## src/rtl/census_window_ctrl.sv

```systemverilog
// Raster sequencer for the census-transform window datapath: it tracks the pixel position, drives the window shift enable, and flags complete windows with backpressure.
// Optional build macro CENSUS_CTRL_BORDER_EN: emits a window on every pixel and adds win_border to mark incomplete ones.
//
// state    | meaning
// ---------+-----------------------------------------------------------
// S_IDLE   | no pixel of the current frame accepted yet
// S_FILL   | rows above WIN_H-1 still filling, no window can be complete
// S_STREAM | windows produced whenever the column span is complete
// S_DONE   | single cycle after the last pixel of the frame, frame_done=1
module census_window_ctrl #(
    parameter int IMG_WIDTH  = 640,
    parameter int IMG_HEIGHT = 480,
    parameter int WIN_W      = 5,
    parameter int WIN_H      = 5,
    parameter int CNT_W      = 16
) (
    input  logic             clk,
    input  logic             rst,
    input  logic             pix_valid,
    output logic             pix_ready,
    input  logic             out_ready,
    output logic             shift_en,
    output logic             win_valid,
    output logic [CNT_W-1:0] col,
    output logic [CNT_W-1:0] row,
    output logic             frame_done
`ifdef CENSUS_CTRL_BORDER_EN
    ,
    output logic             win_border
`endif
);

    typedef enum logic [1:0] {
        S_IDLE,
        S_FILL,
        S_STREAM,
        S_DONE
    } state_t;

    localparam logic [CNT_W-1:0] COL_LAST    = CNT_W'(IMG_WIDTH - 1);
    localparam logic [CNT_W-1:0] ROW_LAST    = CNT_W'(IMG_HEIGHT - 1);
    localparam logic [CNT_W-1:0] WIN_COL_MIN = CNT_W'(WIN_W - 1);
    localparam logic [CNT_W-1:0] WIN_ROW_MIN = CNT_W'(WIN_H - 1);
    localparam logic [CNT_W-1:0] ONE         = CNT_W'(1);

    state_t           state_q, state_d;
    logic [CNT_W-1:0] col_q, col_d;
    logic [CNT_W-1:0] row_q, row_d;
    logic             win_valid_q, win_valid_d;
    logic             win_border_q, win_border_d;

    logic             accept;
    logic             new_frame;
    logic [CNT_W-1:0] pos_c;
    logic [CNT_W-1:0] pos_r;
    logic             win_full;
    logic             last_pix;
    logic             rows_filled;

    always_ff @(posedge clk) begin
        if (rst) begin
            state_q      <= S_IDLE;
            col_q        <= '0;
            row_q        <= '0;
            win_valid_q  <= 1'b0;
            win_border_q <= 1'b0;
        end else begin
            state_q      <= state_d;
            col_q        <= col_d;
            row_q        <= row_d;
            win_valid_q  <= win_valid_d;
            win_border_q <= win_border_d;
        end
    end

    // Position the pixel presented this cycle would occupy if accepted.
    always_comb begin
        new_frame = (state_q == S_IDLE) || (state_q == S_DONE);
        pos_c     = col_q + ONE;
        pos_r     = row_q;
        if (new_frame) begin
            pos_c = '0;
            pos_r = '0;
        end else if (col_q == COL_LAST) begin
            pos_c = '0;
            pos_r = (row_q == ROW_LAST) ? '0 : row_q + ONE;
        end
        win_full    = (pos_c >= WIN_COL_MIN) && (pos_r >= WIN_ROW_MIN);
        last_pix    = (pos_c == COL_LAST) && (pos_r == ROW_LAST);
        // The pixel after this one lands in a row that can complete a window.
        rows_filled = (pos_r >= WIN_ROW_MIN) ||
                      ((pos_c == COL_LAST) && ((pos_r + ONE) >= WIN_ROW_MIN));
    end

    always_comb begin
        pix_ready = !(win_valid_q && !out_ready);
        accept    = pix_valid && pix_ready;

        state_d      = state_q;
        col_d        = col_q;
        row_d        = row_q;
        win_valid_d  = win_valid_q;
        win_border_d = win_border_q;

        if (accept) begin
            col_d = pos_c;
            row_d = pos_r;
            if (last_pix) begin
                state_d = S_DONE;
            end else if (rows_filled) begin
                state_d = S_STREAM;
            end else begin
                state_d = S_FILL;
            end
`ifdef CENSUS_CTRL_BORDER_EN
            win_valid_d  = 1'b1;
            win_border_d = !win_full;
`else
            win_valid_d  = win_full;
            win_border_d = 1'b0;
`endif
        end else begin
            if (state_q == S_DONE) begin
                state_d = S_IDLE;
            end
            if (out_ready) begin
                win_valid_d  = 1'b0;
                win_border_d = 1'b0;
            end
        end
    end

    assign shift_en   = accept;
    assign win_valid  = win_valid_q;
    assign col        = col_q;
    assign row        = row_q;
    assign frame_done = (state_q == S_DONE);

`ifdef CENSUS_CTRL_BORDER_EN
    assign win_border = win_border_q;
`else
    logic unused_border;
    assign unused_border = win_border_q;
`endif

endmodule
```

## config.mk

```make
export PLATFORM = sky130hd
export DESIGN_NAME = census_window_ctrl
export DESIGN_NICKNAME = d
export VERILOG_FILES = /design/src/rtl/census_window_ctrl.sv
export SDC_FILE = /design/constraint.sdc
export NUM_CORES = 1
export LEC_CHECK = 0
export BUFFER_PORTS_ARGS = -buffer_cell sky130_fd_sc_hd__buf_2
export CAP_MARGIN = 20
export CORE_MARGIN = 5
export CORE_UTILIZATION = 61
export CTS_CLUSTER_DIAMETER = 40
export DETAILED_ROUTE_END_ITERATION = 12
export GPL_ROUTABILITY_DRIVEN = 0
export GPL_TIMING_DRIVEN = 0
export HOLD_SLACK_MARGIN = 0.02
export PLACE_DENSITY = 0.85
export SLEW_MARGIN = 20
export SYNTH_ARGS = -nofsm -noshare
export SYNTH_HDL_FRONTEND = slang
export SYNTH_SLANG_ARGS = --single-unit
export TNS_END_PERCENT = 100
```

## constraint.sdc

```tcl
create_clock -name clk -period 6.2 [get_ports clk]
set_clock_uncertainty 0.1 [all_clocks]
set_input_delay 1.24 -clock clk [delete_from_list [all_inputs] [get_ports clk]]
set_output_delay 1.24 -clock clk [all_outputs]
set_load 0.01 [all_outputs]
```

==> metrics list <==
- # setup viols final: 0
- In the finished design, the share of the clock period the worst path needs comes to 0.617.
- Global-route wire length before repair: 12.6 mm
- Total negative slack for setup checks: 0 ns
* Count of vias placed by the detailed router: 2983
- Actual slew at the worst max-slew pin: 0.568 ns
* Average routed wire per standard cell: 17.3 um
* Warnings, synthesis: 0
- Yosys mapped a number of flops with a built-in enable equal to 0.
- Power density over the cells: 157 mW/mm^2
- The detail route stage leaves a number of antenna-violating nets equal to 0.
- In this run, the number of DRC markers left after iteration 0 of detailed routing was 421.
- Fmax: 261 MHz
* Number of filler instances in the final layout: 356
* PostCTS Resize Cnt: 0
- For this run, the detailed router's first-pass iteration total came to 5.
* Initial standard-cell utilization of the core: 0.634
* Final WL: 7.77 mm
* Post-detailed-placement half-perimeter wirelength: 5.62 mm
- After clock tree synthesis, the setup repair step added 0 buffers.
- Worst hold path type: reg2reg
- The tree built by TritonCTS fans out to 35 sinks.
- Diodes inserted: 0
* Relative slew slack: 0.622
* CORE AREA: 0.00403 mm^2
* Net Count, Synth: 362
* Chip Width: 74.7 um
- Fin. max-slew vios: 0
- FFs w/ async S/R, synth: 0
- The final-report hold violation count is 0.
- Number of placed instances with taps included: 443
- In this run the count of I/O pins placed on the die edge is 40.
- Number of remaining DRC errors: 0
- Die height: 74.7 um
- The net count of the finished layout is 407.
- The H-tree generated during clock tree synthesis spans 2 levels.
- The finished layout holds 450 standard cells, fillers aside.
- In the post-synthesis netlist, the cell with the most instances is sky130_fd_sc_hd__nand2_1.
* Category of the critical setup timing path: in2out
- The analysis attributes to net switching a power of 0.000108 W.
* Row count: 23
- Seq pwr share: 0.495
- Mean post-synth cell area: 7.20 um^2
- Clock root cell: sky130_fd_sc_hd__clkbuf_8
- TritonCTS built the clock tree.
- Post-synthesis sequential element count: 35
- Unrepaired setup endpoints after global routing: false
- The number of antenna violations at the first check in global routing was 0.
* Internal power: 0.000350 W
- Post-synth top area share: 0.274
* Number of buffers on the longest clock path: 2
- The flow ran to the end, and the final reports show no timing, DRC or antenna violations.
- Library cell with the largest summed area after synthesis: sky130_fd_sc_hd__dfxtp_1
- Ranked by total cell area, the synthesized netlist is headed by sky130_fd_sc_hd__dfxtp_1, sky130_fd_sc_hd__a21oi_1, sky130_fd_sc_hd__nand2_1.
* Clock network fraction of total power: 0.438
* Clock latency on the worst-skew pair: 0.29 ns
- Of the total power, the share spent switching nets is 0.235.
* Worst EP arrival: 2.49 ns
- TritonCTS Buffers: 5
* Most used flip-flop cell after synthesis: sky130_fd_sc_hd__dfxtp_1
- Across every metal layer, demand over resource in global routing totals 0.291.
* Die area: 0.00559 mm^2
* Area added between synthesis and finish: 13.9%
* Layout cell share with drive strength beyond 1: 0.178
- STA classifies the critical path startpoint as a primary input.
- Number of cells produced by synthesis: 355
- Multi-input combinational cell area: 0.00172 mm^2
- After synthesis the cells add up to 0.00256 mm^2.
- Across the run, the number of max-cap violations was 0.
- Global-route congestion overflow total: 0
- Static Leakage: 1.06 nW
* Final standard cell utilization of the core: 0.723
- Input and output buffers added on the ports amount to 38.
* Via count of the first global-routing pass: 2643
- Clock period minus worst slack: 3.83 ns
- Post-synth cell types: 60
- Endpoint class of the critical path: primary output
* Hold-fix buffers at CTS: 0
- Reg clk slew, reported paths: 0.07 ns
* Peak fanout along the critical path: 10
* Data required time of the critical path: 4.86 ns
* Combinational cell fraction of total power: 0.067
- Largest net degree at the start of global routing: 11
- Of the synthesized area, sequential elements account for 0.274.
- The commonest cells after synthesis are sky130_fd_sc_hd__nand2_1, sky130_fd_sc_hd__nor2_1, sky130_fd_sc_hd__a21oi_1, sky130_fd_sc_hd__dfxtp_1, sky130_fd_sc_hd__nand3_1.
* Maximum vdd ir drop: 0.000119 V
* Sequential cell area: 701 um^2
* Number of vias per cell: 6.63
area by class of cell:
class / instances / area share
clock inverters: 1 / 0.0103
well taps: 50 / 0.0215
inverters: 6 / 0.00774
flip-flops and latches: 35 / 0.241
repair buffers: 38 / 0.0653
clock buffers: 6 / 0.0249
plain buffers: 25 / 0.0387
multi-input cells: 289 / 0.591
power by group through the flow:
| stage | registers (W) | clock network (W) | logic [W] |
|---|---|---|---|
| floorplan | 0.000232 | 0 | 0.0000193 |
| global placement | 0.000232 | 0 | 0.0000295 |
| detailed placement | 0.000232 | 0 | 0.0000298 |
| CTS | 0.000227 | 0.000203 | 0.0000300 |
| global route | 0.000227 | 0.000215 | 0.0000333 |
| finish | 0.000227 | 0.000201 | 0.0000307 |
logic make-up (layout without fill, tap and decap cells):
family | count (synthesis) | count (layout) | synth area share
AOI/OAI and AO/OA | 82 | 82 | 0.196
xor gates and xnor gates | 14 | 14 | 0.0480
adders and majority gates | 3 | 3 | 0.0147
buffers and inverters | 31 | 76 | 0.0529
DFF | 35 | 35 | 0.274
muxes | 2 | 2 | 0.00783
and+or+nand+nor | 188 | 188 | 0.407
cells in the final DEF (no fill, tap or decap), types with 6 or more instances in the layout:
cell	instances
sky130_fd_sc_hd__nor4_1	10
sky130_fd_sc_hd__a21oi_1	35
sky130_fd_sc_hd__clkbuf_1	13
sky130_fd_sc_hd__inv_1	6
sky130_fd_sc_hd__o21ai_0	18
sky130_fd_sc_hd__dfxtp_1	35
sky130_fd_sc_hd__nand2_1	43
sky130_fd_sc_hd__buf_2	47
sky130_fd_sc_hd__and3_1	8
sky130_fd_sc_hd__nand4_1	10
sky130_fd_sc_hd__nor2_1	39
sky130_fd_sc_hd__and4_1	7
sky130_fd_sc_hd__xnor2_1	10
sky130_fd_sc_hd__nand3_1	19
sky130_fd_sc_hd__nor3_1	17
state kept, by name, summed over array words and instances, names as in the netlist:
register   cells
col           16
state_q        2
row           16
win_valid      1
layer usage:
metal / share of wire / wire, um / track usage / vias up
li1: - / - / - / 1401
met1: 0.41 / 3180 / 0.365 / 1353
met2: 0.46 / 3570 / 0.468 / 189
met3: 0.089 / 693 / 0.0561 / 40
met4: 0.042 / 328 / 0.166 / 0
met5: 0 / 0 / 0 / -
metrics by stage:
stage / instance area, um^2 / worst slack, ns / total power, W / hold slack [ns]
3_5_place_dp: 2810 / 2.43 / 0.000262 / 0.394
2_1_floorplan: 2560 / 2.84 / 0.000251 / 0.406
3_3_place_gp: 2810 / 2.46 / 0.000261 / 0.381
6_report: 2910 / 2.37 / 0.000458 / 0.413
5_1_grt: 2910 / 2.30 / 0.000475 / 0.460
4_1_cts: 2910 / 2.41 / 0.000460 / 0.413
path summary, 6_finish.rpt:
path,endpoint,from,cells past startpoint,slack [ns]
setup / recovery,shift_en,out_ready,6,2.37
hold / removal,col[15],col[15],2,0.41
setup reg to reg,state_q[1],row[0],10,2.94
hold reg to reg,col[15],col[15],2,0.41
critical path, cell delays in order:
cell and delay, ns:
sky130_fd_sc_hd__buf_2 0.07, sky130_fd_sc_hd__nand2b_1 0.12, sky130_fd_sc_hd__nand2_1 0.16, sky130_fd_sc_hd__inv_1 0.22, sky130_fd_sc_hd__buf_1 0.43, sky130_fd_sc_hd__buf_2 0.23
No activity file was read; power rests on OpenSTA's default activity.
